[src/rtl/j1_boot_pkg.sv]
// Shared definitions for the j1 boot loader: FSM state encoding and frame constants.
package j1_boot_pkg;

  typedef enum logic [2:0] {
    StIdle,
    StLenHi,
    StLenLo,
    StDatHi,
    StDatLo,
    StCsum,
    StRun
  } boot_state_e;

  localparam logic [7:0]  MagicDefault = 8'hA5;
  localparam int unsigned HdrLen       = 3;

endpackage

[src/rtl/j1_boot_loader.sv]
// Loads a framed byte stream into j1 program memory and holds the CPU in reset
// until a complete image with a matching checksum has been written.
module j1_boot_loader
  import j1_boot_pkg::*;
#(
  parameter int unsigned ADDR_W = 13,
  parameter logic [7:0]  MAGIC  = MagicDefault
) (
  input  logic              sys_clk_i,
  input  logic              sys_rst_i,
  input  logic [7:0]        rx_data,
  input  logic              rx_valid,
  output logic              rx_ready,
  input  logic              reload_i,
  output logic [ADDR_W-1:0] pgm_addr,
  output logic [15:0]       pgm_data,
  output logic              pgm_we,
  output logic              cpu_rst_o,
  output logic              done_o,
  output logic              err_o
);

  // Largest legal word count: the whole program memory.
  localparam logic [16:0] Cap = 17'd1 << ADDR_W;

  boot_state_e       state_q, state_d;
  logic [ADDR_W:0]   cnt_q, cnt_d;
  logic [7:0]        csum_q, csum_d;
  logic [7:0]        len_hi_q, len_hi_d;
  logic [15:0]       len_q, len_d;
  logic [7:0]        hi_q, hi_d;
  logic              err_q, err_d;
  logic              we_q, we_d;
  logic [ADDR_W-1:0] addr_q, addr_d;
  logic [15:0]       data_q, data_d;
  logic              rx_ready_q, rx_ready_d;
  logic              cpu_rst_q, cpu_rst_d;
  logic              done_q, done_d;
  logic              acc;

  assign acc = rx_valid & rx_ready_q;

  always_ff @(posedge sys_clk_i) begin
    if (sys_rst_i) begin
      state_q    <= StIdle;
      cnt_q      <= '0;
      csum_q     <= '0;
      len_hi_q   <= '0;
      len_q      <= '0;
      hi_q       <= '0;
      err_q      <= 1'b0;
      we_q       <= 1'b0;
      addr_q     <= '0;
      data_q     <= '0;
      rx_ready_q <= 1'b0;
      cpu_rst_q  <= 1'b1;
      done_q     <= 1'b0;
    end else begin
      state_q    <= state_d;
      cnt_q      <= cnt_d;
      csum_q     <= csum_d;
      len_hi_q   <= len_hi_d;
      len_q      <= len_d;
      hi_q       <= hi_d;
      err_q      <= err_d;
      we_q       <= we_d;
      addr_q     <= addr_d;
      data_q     <= data_d;
      rx_ready_q <= rx_ready_d;
      cpu_rst_q  <= cpu_rst_d;
      done_q     <= done_d;
    end
  end

  always_comb begin
    state_d  = state_q;
    cnt_d    = cnt_q;
    csum_d   = csum_q;
    len_hi_d = len_hi_q;
    len_d    = len_q;
    hi_d     = hi_q;
    err_d    = err_q;
    we_d     = 1'b0;
    addr_d   = addr_q;
    data_d   = data_q;
    case (state_q)
      StIdle: begin
        if (acc && rx_data == MAGIC) begin
          state_d = StLenHi;
          err_d   = 1'b0;
          cnt_d   = '0;
          csum_d  = '0;
        end
      end
      StLenHi: begin
        if (acc) begin
          len_hi_d = rx_data;
          state_d  = StLenLo;
        end
      end
      StLenLo: begin
        if (acc) begin
          len_d = {len_hi_q, rx_data};
          if (len_d == 16'd0) begin
            state_d = StCsum;
          end else if (17'(len_d) > Cap) begin
            state_d = StIdle;
            err_d   = 1'b1;
          end else begin
            state_d = StDatHi;
          end
        end
      end
      StDatHi: begin
        if (acc) begin
          hi_d    = rx_data;
          csum_d  = csum_q + rx_data;
          state_d = StDatLo;
        end
      end
      StDatLo: begin
        if (acc) begin
          we_d    = 1'b1;
          addr_d  = cnt_q[ADDR_W-1:0];
          data_d  = {hi_q, rx_data};
          cnt_d   = cnt_q + 1'b1;
          csum_d  = csum_q + rx_data;
          state_d = (17'(cnt_d) == 17'(len_q)) ? StCsum : StDatHi;
        end
      end
      StCsum: begin
        if (acc) begin
          if (rx_data == csum_q) begin
            state_d = StRun;
          end else begin
            state_d = StIdle;
            err_d   = 1'b1;
          end
        end
      end
      StRun: begin
        if (reload_i) state_d = StIdle;
      end
      default: state_d = StIdle;
    endcase
  end

  // Status outputs follow the state being entered so they change with it.
  always_comb begin
    rx_ready_d = (state_d != StRun);
    cpu_rst_d  = (state_d != StRun);
    done_d     = (state_d == StRun);
  end

  assign rx_ready  = rx_ready_q;
  assign pgm_we    = we_q;
  assign pgm_addr  = addr_q;
  assign pgm_data  = data_q;
  assign cpu_rst_o = cpu_rst_q;
  assign done_o    = done_q;
  assign err_o     = err_q;

endmodule

[config.mk]
export PLATFORM = sky130hd
export DESIGN_NAME = j1_boot_loader
export DESIGN_NICKNAME = d
export VERILOG_FILES = /design/src/rtl/j1_boot_pkg.sv /design/src/rtl/j1_boot_loader.sv
export SDC_FILE = /design/constraint.sdc
export NUM_CORES = 1
export LEC_CHECK = 0
export BUFFER_PORTS_ARGS = -buffer_cell sky130_fd_sc_hd__buf_2
export CORE_UTILIZATION = 50
export DETAILED_ROUTE_END_ITERATION = 12
export GPL_TIMING_DRIVEN = 1
export PLACE_DENSITY = 0.8
export RECOVER_POWER = 50
export SYNTH_ARGS = -nofsm -noshare
export SYNTH_HDL_FRONTEND = slang
export SYNTH_SLANG_ARGS = --single-unit
[constraint.sdc]
create_clock -name sys_clk_i -period 4.9 [get_ports sys_clk_i]
set_clock_uncertainty 0.15 [all_clocks]
set_input_delay 0.245 -clock sys_clk_i [delete_from_list [all_inputs] [get_ports sys_clk_i]]
set_output_delay 0.245 -clock sys_clk_i [all_outputs]
set_load 0.05 [all_outputs]
Word-level counts from Yosys, hierarchy flattened

Index checks and enable logic that the tools add are counted.

Register bits: 91
Bits of input ports: 12
Output and inout port bits: 34

Add/subtract/negate cells: 2
Magnitude comparators: 1
Equality and inequality tests: 19
Muxes and demuxes: 26
Bitwise gates (word level): 2
Reductions and logical operators: 15

Operators by type and width:

| operator                                                        | number |
|---|---|
| two-way mux 3 bit                                               | 10 |
| two-way mux 14 bit                                              | 2 |
| one-hot mux 14 bit (2 select lines)                             | 1 |
| one-hot mux 3 bit (7 select lines)                              | 1 |
| == test 14 x 16 -> 1 bit                                        | 1 |
| greater-than comparator 16 x 14 -> 1 bit, second input constant | 1 |
| logical NOT 16 bit                                              | 1 |
| two-way mux 8 bit                                               | 2 |
| one-hot mux 8 bit (2 select lines)                              | 1 |
| adder 14 x 1 -> 14 bit, second input constant                   | 1 |
| != test 2 bit, second input constant                            | 7 |
| == test 3 bit, second input constant                            | 4 |
| adder 8 bit                                                     | 1 |
| == test 8 bit                                                   | 1 |
| == test 8 bit, second input constant                            | 1 |
| AND reduction 2 bit                                             | 4 |
| two-way mux 1 bit                                               | 7 |
| AND reduction 7 bit                                             | 1 |
| == test 3 x 2 -> 1 bit, second input constant                   | 2 |
| AND reduction 3 bit                                             | 2 |
| nonzero test 2 bit                                              | 2 |
| OR reduction 2 bit                                              | 2 |
| == test 3 x 1 -> 1 bit, second input constant                   | 1 |
| logical NOT 3 bit                                               | 1 |
| 8 further kinds                                                 | 8 |

Longest topological paths before layout

Gate-level depths: netlist of run 1.

Depth in word-level cells: 6
Mapped depth: 8
Mapped depth without buffers: 8

Worst setup path before layout of run 1

OpenSTA, ideal clock, no wires.

Kind: register to register
Start point: reg rx_ready_q (netlist: rx_ready)
End point: reg len_q[1]
Library setup time: 0.071 ns
Arrival time: 1.880 ns
Setup slack: 2.799 ns
Cell stages (with the launch flop): 7
Period minus slack after synthesis: 2.101 ns
Cell sequence: dfxtp_1 -> nand2_1 -> clkbuf_1 -> nor3_1 -> clkbuf_1 -> nand2_1 -> a21oi_1

Word-level cells in the longest chain between the ends: 2

Ends and longest elaborated chain:

| what                                 | RTL line             | RTL |
|---|---|---|
| start, declared                      | j1_boot_loader.sv:36 | `logic rx_ready_q, rx_ready_d;` |
| start signal, assigned               | j1_boot_loader.sv:69 | `rx_ready_q <= rx_ready_d;` |
| AND 1 bit                            | j1_boot_loader.sv:41 | `assign acc = rx_valid & rx_ready_q;` |
| AND reduction 2 bit (no source line) | -                    |  |
| end signal, assigned                 | j1_boot_loader.sv:63 | `len_q <= len_d;` |
| end, declared                        | j1_boot_loader.sv:30 | `logic [15:0] len_q, len_d;` |

Every way passes these cells.
A chain may end at the register's enable or synchronous reset.

Worst setup path after layout of run 1

Start point: reg state_q[2]
End point: reg data_q[4] (netlist: pgm_data[4])

Word-level cells in the longest chain between the ends: 2

Ends and longest elaborated chain:

| what                                 | RTL line             | RTL |
|---|---|---|
| start, declared                      | j1_boot_loader.sv:26 | `boot_state_e state_q, state_d;` |
| start signal, assigned               | j1_boot_loader.sv:45 | `state_q <= StIdle;` |
| start signal, assigned               | j1_boot_loader.sv:59 | `state_q <= state_d;` |
| == test 3 bit                        | j1_boot_loader.sv:86 | `case (state_q)` |
| AND reduction 2 bit (no source line) | -                    |  |
| end signal, assigned                 | j1_boot_loader.sv:68 | `data_q <= data_d;` |
| end, declared                        | j1_boot_loader.sv:35 | `logic [15:0] data_q, data_d;` |

Every way passes these cells.

==> results of run 1 <==
==> state kept, by name, indices dropped and copies added, names as in the netlist <==
signal     count
cnt_q         14
cpu_rst_o      1
csum_q         8
done_o         1
err_o          1
hi_q           8
len_hi_q       8
len_q         16
pgm_addr      13
pgm_data      16
pgm_we         1
rx_ready       1
state_q        3
==> layer usage <==
layer / wire (um) / vias to the layer above / part of all wire, % / global-route usage, %
met5: 0 / - / 0 / 0
met4: 150 / 0 / 1.4 / 7.81
met3: 539 / 13 / 4.9 / 4.48
met2: 5240 / 128 / 48 / 39.0
met1: 4970 / 1959 / 46 / 30.5
li1: - / 2043 / - / -
==> final timing paths <==
check	start	to	slack (ns)
min reg2reg	hi_q[3]	pgm_data[11]	0.31
max	state_q[2]	pgm_data[4]	1.99
min	rx_data[6]	pgm_data[6]	0.04
max reg2reg	state_q[2]	pgm_data[4]	1.99
==> through the flow <==
step,hold slack [ns],cell area (um^2),util (%),std cells
finish,0.0369,4890,56.0,709
global route,0.0286,4890,56.0,709
CTS,0.0294,4930,56.5,709
detailed placement,0.295,4730,54.3,693
global placement,0.288,4730,54.3,693
floorplan,0.231,4510,-,576
==> synthesized netlist by cell type (2+ instances only) <==
| cell | n |
|---|---|
| nand2_1 | 123 |
| dfxtp_1 | 91 |
| a21oi_1 | 76 |
| nor2_1 | 46 |
| clkbuf_1 | 27 |
| o21ai_0 | 23 |
| nor3_1 | 15 |
| nand3_1 | 12 |
| buf_2 | 11 |
| xnor2_1 | 10 |
| and2_1 | 9 |
| ha_1 | 9 |
| mux2i_1 | 9 |
| nand4_1 | 8 |
| xor2_1 | 8 |
| a22oi_1 | 7 |
| inv_1 | 7 |
| nor4_1 | 6 |
| or3_1 | 6 |
| nand2b_1 | 5 |
| nor2b_1 | 5 |
| a211oi_1 | 4 |
| a31oi_1 | 3 |
| and3_2 | 3 |
| and4_1 | 3 |
| nor3b_1 | 3 |
| a2111oi_0 | 2 |
| a311oi_1 | 2 |
| buf_4 | 2 |
| nand3b_1 | 2 |
| nand4b_1 | 2 |
| o21bai_1 | 2 |
| o22ai_1 | 2 |
| o311a_1 | 2 |
| o31ai_1 | 2 |
==> kinds of logic (layout without fill, tap and decap cells) <==
group	after synthesis	count (layout)
XOR/XNOR	18	18
AND/OR/NAND/NOR	263	263
flip-flops	91	91
buffers and inverters	47	72
adder cells (fa/ha/maj)	10	10
multiplexers	10	10
AO/OA/AOI/OAI	137	137
==> power groups by stage <==
stage | clock network (uW) | logic, uW | registers (uW)
after floorplan | 0 | 26.4 | 758
after global placement | 0 | 45.1 | 757
after detailed placement | 0 | 46.0 | 757
after CTS | 510 | 46.0 | 740
after global routing | 543 | 49.8 | 740
final | 503 | 46.3 | 740
==> area by class of cell <==
class	instances	area, um^2
Fill cell	808	3830
Multi-Input combinational cell	438	2490
Sequential cell	91	1820
Timing Repair Buffer	49	213
Tap cell	108	135
Clock buffer	9	124
Clock inverter	7	71.3
Inverter	7	26.3
==> cell usage in the layout, fill, tap and decap left out, drive strengths merged, types with 8 or more instances in the layout <==
master / netlist / final
ha: 9 / 9
or3: 8 / 8
mux2i: 9 / 9
nand3: 13 / 13
nand4: 9 / 9
nor3: 16 / 16
inv: 7 / 11
o21ai: 23 / 23
nor2: 47 / 47
buf: 13 / 15
and2: 9 / 9
xor2: 8 / 8
a21oi: 76 / 76
xnor2: 10 / 10
nand2: 123 / 123
dfxtp: 91 / 91
clkbuf: 27 / 43
==> worst max-delay path, cell delays in order (launching register included) <==
cell and delay (ns):
dfxtp_1 0.72, or3b_2 0.56, nor2_2 0.84, buf_4 0.34, nand2_1 0.08, a21oi_1 0.13
==> flow_summary.json, run 1 <==
{
  "cp-start-kind": "flip-flop",
  "clk_latency_ns": 0.37,
  "gp_congestion": 0.901,
  "die_h_um": 97.0,
  "r2r_cells": 5,
  "intPower_uw": 950,
  "synth_compound_area_share_pct": 17.9,
  "synth_edf_count": 0,
  "cts_tree": "yes",
  "crit_fanout": 28,
  "drv_slew": 0,
  "drive_above_1_share_pct": 8.32,
  "cts_buffers": 9,
  "ys_ff_latch": 91,
  "min_delay_path_depth": 3,
  "switching_share_pct": 26.3,
  "fp.dieArea_um2": 9410,
  "outcome": "finished, final reports clean",
  "synthArstFlopShare_pct": 0,
  "grt_max_degree": 75,
  "antennaDiodeCount": 0,
  "antenna_left": 0,
  "rows": 34,
  "drv_cap": 0,
  "antenna_found_initial": 0,
  "synth.avg_cell_area_um2": 7.83,
  "clockPowerShare_pct": 39.0,
  "critPathRequiredTime_ns": 5.04,
  "combPwrFrac_pct": 3.6,
  "overflow": 0,
  "tightest_slew_ns": 1.09,
  "grt_pass1_wl_um": 18300,
  "routed_wirelength_um": 10900,
  "finalCritPeriodShare_pct": 59.4,
  "vias_per_cell": 5.84,
  "ctsHoldBuffers": 0,
  "ys_types": 64,
  "syn2layout_area_growth_pct": 8.29,
  "final_nets": 618,
  "grt_pass1_vias": 3826,
  "track_usage_pct": 23.5,
  "synth.area.top_cells": "dfxtp_1 40%, nand2_1 10%, a21oi_1 8.4%, nor2_1 3.8%, o21ai_0 2.6%",
  "pin_count": 46,
  "setup_violations": 0,
  "worstHoldPathType": "in2reg",
  "synth_area_leader_cell": "dfxtp_1",
  "critPathArrivalTime_ns": 3.05,
  "htreeDepth": 3,
  "synth-simple-area-share_pct": 28.6,
  "hold_violations": 0,
  "synthAdderAreaFrac_pct": 2.94,
  "clkTransAtPathRegs_ns": 0.10,
  "rsz0062_at_grt": "false",
  "endpoint_kind": "flip-flop",
  "max-slew-margin-rel_pct": 27.3,
  "synth-main-ff-cell": "dfxtp_1",
  "yosys_warnings": 0,
  "drt_iter0_drc": 404,
  "ir_drop_v": 0.000183,
  "finalPower_uw": 1290,
  "fin_setup_tns_ns": 0,
  "p_leak_uw": 0.00169,
  "crit_type": "reg2reg",
  "synth_top_family_by_area": "simple AND/OR/NAND/NOR gates",
  "setup_slack_ns": 1.99,
  "die_x_um": 97.0,
  "synth_top_area_share_pct": 40.4,
  "wl_per_cell_um": 15.4,
  "synth_fp_nets": 598,
  "muxShareOfSynthArea_pct": 2.33,
  "vias": 4143,
  "drcViolationCount": 0,
  "fin_crit_ns": 2.91,
  "cts_root_buf": "clkbuf_8",
  "pre_cts_slack_ns": 2.05,
  "port_buffers": 45,
  "power_switching_uw": 340,
  "drt-pass1-iter-count": 6,
  "seq_power_share_pct": 57.4,
  "powerDensity_nw_per_um2": 264,
  "start_util_pct": 51.7,
  "dpl.hpwl_um": 7380,
  "ys_seq_area_share_pct": 40.4,
  "cts_resized": 0,
  "cts_buffer_depth": 2,
  "fmax_ghz": 0.343,
  "postCtsSetupRepairBufs": 0,
  "yosys.area_share.xor_xnor_pct": 3.49,
  "coreArea_um2": 8720,
  "netlist_instances": 576,
  "clkSinkCount": 91,
  "synth.cell_area_um2": 4510
}
Power figures use the tool's default switching activity.
==> run 2, diff against run 1 <==
--- a/config.mk
+++ b/config.mk
@@ -9,7 +9,7 @@
 export CORE_UTILIZATION = 50
 export DETAILED_ROUTE_END_ITERATION = 12
 export GPL_TIMING_DRIVEN = 1
-export PLACE_DENSITY = 0.8
+export PLACE_DENSITY = 0.83
 export RECOVER_POWER = 50
 export SYNTH_ARGS = -nofsm -noshare
 export SYNTH_HDL_FRONTEND = slang
==> constraint.sdc (replaced) <==
create_clock -name sys_clk_i -period 2.4 [get_ports sys_clk_i]
set_clock_uncertainty 0.15 [all_clocks]
set_input_delay 0.12 -clock sys_clk_i [delete_from_list [all_inputs] [get_ports sys_clk_i]]
set_output_delay 0.12 -clock sys_clk_i [all_outputs]
set_load 0.05 [all_outputs]
==> flow_summary.json, run 2 (synthesized netlist as in run 1, its figures left out) <==
{
  "antenna_left": 0,
  "rows": 34,
  "utilization_pct": 59.0,
  "seq_power_share_pct": 57.4,
  "overflow": 0,
  "final_nets": 646,
  "outcome": "finished, final reports clean",
  "grt_max_degree": 81,
  "worstHoldPathType": "in2reg",
  "crit_fanout": 7,
  "drt_iter0_drc": 372,
  "drt-pass1-iter-count": 6,
  "finalCritPeriodShare_pct": 97.6,
  "critPathRequiredTime_ns": 2.51,
  "powerDensity_nw_per_um2": 511,
  "hold_violations": 0,
  "clockPowerShare_pct": 38.4,
  "cts_tree": "yes",
  "finalPower_uw": 2630,
  "drcViolationCount": 0,
  "layout_commonest_cell": "nand2_1",
  "track_usage_pct": 24.3,
  "pin_count": 46,
  "fin_crit_ns": 2.34,
  "holdWs_ns": 0.0283,
  "clkTransAtPathRegs_ns": 0.10,
  "cts_buffer_depth": 2,
  "cts_root_buf": "clkbuf_8",
  "fp.dieArea_um2": 9410,
  "clk_latency_ns": 0.36,
  "routed_wirelength_um": 11100,
  "rsz0062_at_grt": "false",
  "drv_cap": 0,
  "power_switching_uw": 679,
  "intPower_uw": 1950,
  "die_x_um": 97.0,
  "tightest_slew_ns": 0.882,
  "antenna_found_initial": 0,
  "fin_setup_tns_ns": 0,
  "mostFrequentLayoutCells": "123 x nand2_1, 90 x dfxtp_1, 76 x a21oi_1, 46 x nor2_1, 36 x clkbuf_1",
  "grt_pass1_vias": 4051,
  "die_h_um": 97.0,
  "fillers": 769,
  "port_buffers": 45,
  "max-slew-margin-rel_pct": 40.9,
  "fmax_ghz": 0.427,
  "grt_pass1_wl_um": 18700,
  "antennaDiodeCount": 0,
  "ir_drop_v": 0.000491,
  "crit_type": "in2reg",
  "coreArea_um2": 8720,
  "start_util_pct": 51.7,
  "drive_above_1_share_pct": 11.1,
  "clkSinkCount": 91,
  "r2r_cells": 7,
  "vias": 4258,
  "endpoint_kind": "flip-flop",
  "gp_congestion": 0.885,
  "vias_per_cell": 5.78,
  "wl_per_cell_um": 15.1,
  "min_delay_path_depth": 4,
  "drv_slew": 0,
  "setup_violations": 0,
  "combPwrFrac_pct": 4.2,
  "syn2layout_area_growth_pct": 14.0,
  "cts_buffers": 9,
  "cp-start-kind": "input port",
  "switching_share_pct": 25.8,
  "critPathArrivalTime_ns": 2.45,
  "htreeDepth": 3,
  "dpl.hpwl_um": 7950,
  "p_leak_uw": 0.00183,
  "postCtsSetupRepairBufs": 0
}
==> run 2: changes by cell type in the layout (fill, tap and decap cells not counted), moves of 2 or more <==
cell           delta
buf_4            +16
dlygate4sd3_1     +8
buf_12            +2
clkbuf_1          +2
==> run 2: repair_timing <==
| action | CTS | global route |
|---|---|---|
| endpoints found under the hold margin | 33 | 0 |
| setup endpoints to repair | 0 | 3 |
| hold buffers | 8 | 0 |
| resized for setup | 0 | 4 |
==> run 2: final cells by class <==
cell class	instances	area [um^2]	share of cell area, %
inverters	7	26.3	0.511
repair buffers	77	460	8.95
clock inverters	7	71.3	1.39
multi-input cells	438	2500	48.7
clock buffers	9	124	2.41
flip-flops and latches	91	1820	35.5
well taps	108	135	2.63
==> run 2: path summary, 6_finish.rpt <==
kind	start	end	slack, ns
min	rx_data[0]	pgm_data[0]	0.03
min reg2reg	hi_q[6]	pgm_data[14]	0.31
max reg2reg	csum_q[1]	csum_q[7]	0.21
max	rx_data[1]	csum_q[7]	0.06
==> run 2: routing by layer <==
metal | share of wire [%] | vias up | routed length, um | GRT usage, %
met1 | 44 | 1994 | 4890 | 31.4
met5 | 0 | - | 0 | 0
met2 | 49 | 146 | 5490 | 40.1
li1 | - | 2099 | - | -
met3 | 5.2 | 19 | 582 | 4.48
met4 | 1.7 | 0 | 185 | 9.30
==> run 2: through the flow <==
step	worst slack [ns]	instances	instance area, um^2
after CTS	0.0657	737	5180
after detailed placement	0.205	713	4910
after floorplan	0.299	576	4510
after global routing	0.00946	737	5140
final	0.0566	737	5140
after global placement	0.265	713	4910
==> run 2: worst max-delay path: stages <==
cell and delay [ns]:
dlygate4sd3_1 0.53, buf_2 0.18, ha_1 0.33, a21oi_1 0.18
o21ai_0 0.13, a2111oi_1 0.38, nor3_1 0.13, o2111a_1 0.16
a311o_1 0.31
==> run 2: power by group through the flow <==
stage	logic (uW)	clock network [uW]	registers (uW)
final	111	1010	1510
after global routing	120	1100	1510
after CTS	109	1040	1510
after detailed placement	99.0	0	1550
after global placement	96.8	0	1550
after floorplan	54.0	0	1550
